## src/rtl/correlation_feeder_if.sv

```systemverilog
// Serial sample handshake into the correlation feeder.
interface correlation_feeder_if;
    logic [3:0] s_data;
    logic       s_valid;
    logic       s_ready;

    modport master (output s_data, output s_valid, input s_ready);
    modport slave  (input s_data, input s_valid, output s_ready);
endinterface

```

## src/rtl/correlation_feeder.sv

```systemverilog
// Loads 10 coefficients, then shifts samples into a 10-deep window for the
// 10-tap 4-bit correlator, with window-fresh and y-aligned strobes.
module correlation_feeder (
    input  logic                 clock,
    input  logic                 reset,
    input  logic                 coef_load,
    correlation_feeder_if.slave  s,
    output logic [3:0]           x_0, x_1, x_2, x_3, x_4, x_5, x_6, x_7, x_8, x_9,
    output logic [3:0]           h_0, h_1, h_2, h_3, h_4, h_5, h_6, h_7, h_8, h_9,
    output logic                 coef_ok,
    output logic                 win_valid,
    output logic                 y_valid
);
    typedef enum logic [1:0] {IDLE, LOAD_H, FILL, RUN} state_t;

    state_t     state;
    logic [3:0] cnt;
    logic [3:0] x [10];
    logic [3:0] h [10];
    logic       xfer;

    // Ready never looks at s_valid, so upstream can wait on it freely.
    assign s.s_ready = (state != IDLE) && !coef_load;
    assign xfer      = s.s_valid && s.s_ready;

    always_ff @(posedge clock) begin
        if (reset) begin
            state     <= IDLE;
            cnt       <= '0;
            coef_ok   <= 1'b0;
            win_valid <= 1'b0;
            y_valid   <= 1'b0;
            for (int unsigned i = 0; i < 10; i++) begin
                x[i] <= '0;
                h[i] <= '0;
            end
        end else begin
            y_valid   <= win_valid;
            win_valid <= 1'b0;
            if (coef_load) begin
                state   <= LOAD_H;
                cnt     <= '0;
                coef_ok <= 1'b0;
                for (int unsigned i = 0; i < 10; i++) x[i] <= '0;
            end else if (xfer) begin
                case (state)
                    LOAD_H: begin
                        for (int unsigned i = 0; i < 10; i++)
                            if (cnt == 4'(i)) h[i] <= s.s_data;
                        if (cnt == 4'd9) begin
                            coef_ok <= 1'b1;
                            cnt     <= '0;
                            state   <= FILL;
                        end else begin
                            cnt <= cnt + 4'd1;
                        end
                    end
                    FILL: begin
                        for (int unsigned i = 9; i > 0; i--) x[i] <= x[i-1];
                        x[0] <= s.s_data;
                        if (cnt == 4'd9) begin
                            cnt       <= '0;
                            state     <= RUN;
                            win_valid <= 1'b1;
                        end else begin
                            cnt <= cnt + 4'd1;
                        end
                    end
                    RUN: begin
                        for (int unsigned i = 9; i > 0; i--) x[i] <= x[i-1];
                        x[0]      <= s.s_data;
                        win_valid <= 1'b1;
                    end
                    default: state <= IDLE;
                endcase
            end
        end
    end

    assign {x_9, x_8, x_7, x_6, x_5, x_4, x_3, x_2, x_1, x_0} =
           {x[9], x[8], x[7], x[6], x[5], x[4], x[3], x[2], x[1], x[0]};
    assign {h_9, h_8, h_7, h_6, h_5, h_4, h_3, h_2, h_1, h_0} =
           {h[9], h[8], h[7], h[6], h[5], h[4], h[3], h[2], h[1], h[0]};
endmodule

```

## src/flat_wrapper.sv

```systemverilog
// flat-port wrapper written by rule: the top's interface ports become plain ports
module correlation_feeder_flat 
  (clock, reset, coef_load, x_0, x_1, x_2, x_3, x_4, x_5, x_6, x_7, x_8, x_9, h_0, h_1, h_2, h_3, h_4, h_5, h_6, h_7, h_8, h_9, coef_ok, win_valid, y_valid, s_s_data, s_s_valid, s_s_ready);
  correlation_feeder_if s_i ();
  input  logic clock;
  input  logic reset;
  input  logic coef_load;
  output logic [3:0] x_0;
  output logic [3:0] x_1;
  output logic [3:0] x_2;
  output logic [3:0] x_3;
  output logic [3:0] x_4;
  output logic [3:0] x_5;
  output logic [3:0] x_6;
  output logic [3:0] x_7;
  output logic [3:0] x_8;
  output logic [3:0] x_9;
  output logic [3:0] h_0;
  output logic [3:0] h_1;
  output logic [3:0] h_2;
  output logic [3:0] h_3;
  output logic [3:0] h_4;
  output logic [3:0] h_5;
  output logic [3:0] h_6;
  output logic [3:0] h_7;
  output logic [3:0] h_8;
  output logic [3:0] h_9;
  output logic coef_ok;
  output logic win_valid;
  output logic y_valid;
  input wire logic [$bits(s_i.s_data)-1:0] s_s_data;
  input wire logic [$bits(s_i.s_valid)-1:0] s_s_valid;
  output wire logic [$bits(s_i.s_ready)-1:0] s_s_ready;
  assign s_i.s_data = s_s_data;
  assign s_i.s_valid = s_s_valid;
  assign s_s_ready = s_i.s_ready;
  correlation_feeder u_core (.clock(clock), .reset(reset), .coef_load(coef_load), .s(s_i), .x_0(x_0), .x_1(x_1), .x_2(x_2), .x_3(x_3), .x_4(x_4), .x_5(x_5), .x_6(x_6), .x_7(x_7), .x_8(x_8), .x_9(x_9), .h_0(h_0), .h_1(h_1), .h_2(h_2), .h_3(h_3), .h_4(h_4), .h_5(h_5), .h_6(h_6), .h_7(h_7), .h_8(h_8), .h_9(h_9), .coef_ok(coef_ok), .win_valid(win_valid), .y_valid(y_valid));
endmodule
```

## config.mk

```make
export PLATFORM = sky130hd
export DESIGN_NAME = correlation_feeder_flat
export DESIGN_NICKNAME = d
export VERILOG_FILES = /design/src/rtl/correlation_feeder_if.sv /design/src/rtl/correlation_feeder.sv /design/src/flat_wrapper.sv
export SDC_FILE = /design/constraint.sdc
export NUM_CORES = 1
export LEC_CHECK = 0
export ABC_CLOCK_PERIOD_IN_PS = 5100
export BUFFER_PORTS_ARGS = -buffer_cell sky130_fd_sc_hd__buf_4
export CORE_UTILIZATION = 29
export CTS_BUF_LIST = sky130_fd_sc_hd__clkbuf_4
export DETAILED_ROUTE_END_ITERATION = 10
export PLACE_DENSITY_LB_ADDON = 0.05
export SLEW_MARGIN = 40
export SYNTH_ARGS = -nofsm -noshare
export SYNTH_HDL_FRONTEND = slang
export SYNTH_SLANG_ARGS = --single-unit
```

## constraint.sdc

```tcl
create_clock -name clock -period 5.1 [get_ports clock]
set_clock_uncertainty 0.15 [all_clocks]
set_input_delay 0.51 -clock clock [delete_from_list [all_inputs] [get_ports clock]]
set_output_delay 0.51 -clock clock [all_outputs]
set_load 0.01 [all_outputs]
```

==> results of run 1 <==
registers in the layout (all words and copies together), names as in the netlist:
| register | cells |
|---|---|
| u_core.state | 2 |
| u_core.win_valid | 1 |
| u_core.coef_ok | 1 |
| u_core.y_valid | 1 |
| u_core.h | 40 |
| u_core.cnt | 4 |
| u_core.x | 40 |
final cells by class:
cell class              instances  area [um2]
multi-input cells             161        1030
inverters                       6        22.5
well taps                     168         210
flip-flops and latches         89        2580
fillers                      1194        7440
diodes                          1        2.50
clock inverters                 5        71.3
clock buffers                  10        75.1
repair buffers                 94         721
per-layer routing:
| metal | part of all wire, % | vias up | GRT usage (%) |
|---|---|---|---|
| met1 | 45 | 1135 | 18.5 |
| met3 | 6.6 | 12 | 4.24 |
| met2 | 46 | 81 | 20.6 |
| met4 | 1.9 | 0 | 6.75 |
| met5 | 0 | - | 0 |
| li1 | - | 1148 | - |
final timing paths:
kind | startpoint | to | cells after the start
setup / recovery | u_core.state[0]$_SDFFE_PP0P_ | u_core.h[5][1]$_SDFFCE_PN0P_ | 5
hold / removal | s_s_data[3] | u_core.h[5][3]$_SDFFCE_PN0P_ | 2
setup reg to reg | u_core.state[0]$_SDFFE_PP0P_ | u_core.h[5][1]$_SDFFCE_PN0P_ | 5
hold reg to reg | u_core.coef_ok$_SDFFE_PP0N_ | u_core.coef_ok$_SDFFE_PP0N_ | 2
logic make-up after synthesis:
logic type,share of synthesized area [%]
AO/OA/AOI/OAI,4.30
XOR/XNOR,0.239
adder cells (fa/ha/maj),1.37
buffers and inverters,1.84
flip-flops,70.4
multiplexers,0.273
AND/OR/NAND/NOR,21.5
critical path, cell delays in order, from the launching register on:
cell	delay (ns)
dfxtp_1	0.42
inv_1	0.08
ha_1	0.27
nor3b_2	0.63
nand3_1	0.34
o21bai_1	0.40
through the flow:
stage / instance area, um2 / hold WS (ns) / std cells / worst slack (ns)
2_1_floorplan: 3670 / 0.320 / 267 / 1.05
3_3_place_gp: 4540 / 0.333 / 516 / 2.58
3_5_place_dp: 4570 / 0.315 / 518 / 2.53
4_1_cts: 4720 / 0.228 / 533 / 2.52
5_1_grt: 4720 / 0.244 / 534 / 2.28
6_report: 4720 / 0.267 / 534 / 2.48
cells in the final DEF, fill, tap and decap left out, types with 5 or more instances in the layout:
cell type / n
inv_1: 6
buf_4: 92
nor2_1: 31
nand3b_1: 5
edfxtp_1: 80
clkbuf_4: 10
nand2b_1: 8
nor2b_1: 5
nand3_1: 5
dfxtp_1: 9
and2_1: 51
where the power goes:
group,internal (uW),switching (uW)
combinational,44.2,54.8
sequential,815,10.8
clock,197,230
total,1060,295
==> results.cfg, run 1 <==
[setup_path]
worst_ep_arrival_time_ns = 2.60
rrSetupSlack_ns = 2.48
startpoint_type = register
crit_type = reg -> reg
crit_fanout = 10
crit_path_end_kind = register
cp.required_ns = 5.08

[logic_synthesis]
netlist_area_um2 = 3670
synth_top_area_share_pct = 65.5
synth_most_common_cell = edfxtp_1
avgSynthCellArea_um2 = 13.7
synth-edff-count = 80
synthArstFlopShare_pct = 0
synth_ff_type = edfxtp_1
synth_cell_types = 42
synth_nets = 279
synthTopCellsByArea = edfxtp_1 66%, and2_1 8.7%, dfxtp_1 4.9%
synth_warnings = 0
synth_common_cells = 80 x edfxtp_1, 51 x and2_1, 31 x nor2_1
yosys.area.top_type = edfxtp_1
syn_inst = 267
ys_seq_elements = 89
ys_seq_area_share_pct = 70.4

[power]
leakagePower_uw = 0.00188
ir_drop_mv = 0.103
power-per-cell-area_nw_per_um2 = 287
total_power_uw = 1350

[cts]
clock-root-buffer = clkbuf_4
cts.repair.resized = 0
cts_hold_buf = 0
cts_max_path_buffers = 2
postCtsSetupRepairBufs = 0
cts.clk_slew.worst_paths_ns = 0.13
h-tree-depth = 3
cts_tree = built
clock-sinks = 89
numCtsBuffers = 9
worstSkewPairLatency_ns = 0.45

[finish]
nNetsFinal = 373
area_growth_pct = 28.7
final_core_util_pct = 38.8
drive_gt1_share_pct = 30.1

[routing]
drt_iter0_markers = 136
firstDrtPassIters = 4
drt-vias-per-instance = 4.45
antenna_left = 0
dr_total_vias = 2376
wire_per_inst_um = 15.9
wirelength_um = 8500
drc = 0

[place]
io_buffer_count = 91
dp_hpwl_um = 6060
gp_congestion = 0.768

[timing]
rsz0062_at_grt = no
relSlewSlack_pct = 48.6
period_needed_ns = 2.62
period_share_pct = 51.4
finalSetupViolCount = 0
hold_viol_final = 0
finalSetupTns_ns = 0
fmax_ghz = 0.382
worstMarginPinSlew_ns = 0.769
maxSlewViolCount = 0

[die]
std_cell_rows = 40
dieWidth_um = 114
core-area_um2 = 12200
start_util_pct = 30.1
die_h_um = 114
io_pins = 92
dieArea_um2 = 13100

[job]
max_cap_viol_count = 0

[worst_hold_path]
hp-class = in -> reg

[global_routing]
grt_usage_pct = 13.9
antenna_found_initial = 1
grt_pass1_vias = 2347
grt.overflow.total = 0
grt_pass1_wl_um = 13000
grt_max_degree = 42

[outcome]
outcome = finished clean
Power figures use the tool's default switching activity.
==> inputs of run 2 (changes only) <==
ABC_CLOCK_PERIOD_IN_PS = 2510   (was 5100)
clock period = 2.51 ns   (was 5.1 ns; I/O delays follow)
==> results.cfg, run 2 (synthesis gave the netlist of run 1 again) <==
[die]
die_h_um = 114
core-area_um2 = 12200
dieArea_um2 = 13100
dieWidth_um = 114
io_pins = 92
start_util_pct = 30.1
std_cell_rows = 40

[cts]
cts.repair.resized = 0
cts.clk_slew.worst_paths_ns = 0.13
h-tree-depth = 3
cts_tree = built
postCtsSetupRepairBufs = 0
clock-root-buffer = clkbuf_4
cts_max_path_buffers = 2
numCtsBuffers = 9
clock-sinks = 89
worstSkewPairLatency_ns = 0.45

[power]
switching_share_pct = 23.1
power.internal_uw = 2080
p_clk_share_pct = 30.1
ir_drop_mv = 0.264
p_seq_share_pct = 62.1
power_switching_uw = 623
pwr-share-comb_pct = 7.8
power-per-cell-area_nw_per_um2 = 562
leakagePower_uw = 0.00192

[routing]
wl_met1_um = 3750
wirelength_um = 8440
met2_length_um = 3920
drt-vias-per-instance = 4.46
wire_per_inst_um = 15.5
dr_total_vias = 2424
wl_met3_um = 631
antenna_left = 0
topRoutingLayerUsed = met4
drc = 0
drt_iter0_markers = 121
firstDrtPassIters = 4

[finish]
nNetsFinal = 383
final_core_util_pct = 39.5
drive_gt1_share_pct = 31.4
area_growth_pct = 31.1
layout_commonest_cell = buf_4
final_cell_mix = 97 x buf_4, 80 x edfxtp_1, 51 x and2_1
top_regs = u_core.h: 40 flops, u_core.x: 40 flops, u_core.cnt: 4 flops
n_antenna_cell = 0

[global_routing]
grt_usage_pct = 13.6
antenna_found_initial = 0
grt.overflow.total = 0
grt_pass1_wl_um = 12800
grt_pass1_vias = 2290
grt_max_degree = 42

[setup_path]
cp.required_ns = 2.53
crit_path_end_kind = register
worst_ep_arrival_time_ns = 2.38
crit_type = reg -> reg
startpoint_type = register
crit_fanout = 7

[timing]
maxSlewViolCount = 0
period_needed_ns = 2.36
hold_viol_final = 0
worstMarginPinSlew_ns = 0.632
finalSetupViolCount = 0
fmax_ghz = 0.423
relSlewSlack_pct = 57.3
finalSetupTns_ns = 0
rsz0062_at_grt = no
period_share_pct = 94.2
whs_ns = 0.0525

[place]
io_buffer_count = 91
gp_congestion = 0.776
dp_hpwl_um = 5860

[job]
max_cap_viol_count = 0

[outcome]
outcome = finished clean

[worst_hold_path]
hp-class = in -> reg
[run 2: cell types whose count changed in the layout (fill, tap and decap cells not counted), sizes merged]
cell         delta
buf             +5
clkinvlp        +1
dlygate4sd3     +5
bufinv          -1
inv             +1
clkinv          -1
diode           -1
clkbuf          +1
[run 2: critical path, stage by stage (launching register included)]
cell,delay (ns)
dfxtp_1,0.42
inv_1,0.08
ha_1,0.28
or3b_1,0.46
nor3_1,0.40
a21o_1,0.28
[run 2: per-stage QoR]
| step | total power, uW | cell area (um2) | setup WS (ns) | instances |
|---|---|---|---|---|
| 2_1_floorplan | 1790 | 3670 | 0.113 | 267 |
| 3_3_place_gp | 1920 | 4620 | 0.261 | 523 |
| 3_5_place_dp | 1920 | 4620 | 0.183 | 523 |
| 4_1_cts | 2740 | 4790 | 0.172 | 543 |
| 5_1_grt | 2820 | 4800 | 0.00997 | 544 |
| 6_report | 2700 | 4800 | 0.147 | 544 |
[run 2: timing repair]
item | in CTS | in global routing
hold buffers | 4 | 1
hold endpoints to repair | 6 | 1
setup endpoints to repair | 0 | 0
[run 2: worst paths after layout]
check | startpoint | to | slack (ns) | cells after the start
hold reg to reg | u_core.coef_ok$_SDFFE_PP0N_ | u_core.coef_ok$_SDFFE_PP0N_ | 0.32 | 2
setup reg to reg | u_core.state[0]$_SDFFE_PP0P_ | u_core.h[0][2]$_SDFFCE_PN0P_ | 0.15 | 5
hold / removal | s_s_valid | u_core.cnt[0]$_SDFFE_PP0P_ | 0.05 | 4
setup / recovery | u_core.state[0]$_SDFFE_PP0P_ | u_core.h[0][2]$_SDFFCE_PN0P_ | 0.15 | 5
[run 2: layout make-up]
type / count / area [um2]
fill: 1178 / 7360
sequential: 89 / 2580
multi-input combinational: 161 / 1030
timing repair buffer: 104 / 818
tap: 168 / 210
clock buffer: 11 / 82.6
clock inverter: 5 / 55.1
inverter: 6 / 22.5
[run 2: metal layers]
metal,global-route usage [%],up-vias
met3,5.19,10
li1,-,1170
met5,0,-
met4,4.42,0
met1,18.2,1158
met2,20.1,86
[run 2: power by group through the flow]
stage	sequential [uW]	combinational, uW	clock [uW]
2_1_floorplan	1740	57.3	0
3_3_place_gp	1710	207	0
3_5_place_dp	1710	208	0
4_1_cts	1680	214	853
5_1_grt	1680	227	908
6_report	1680	210	813
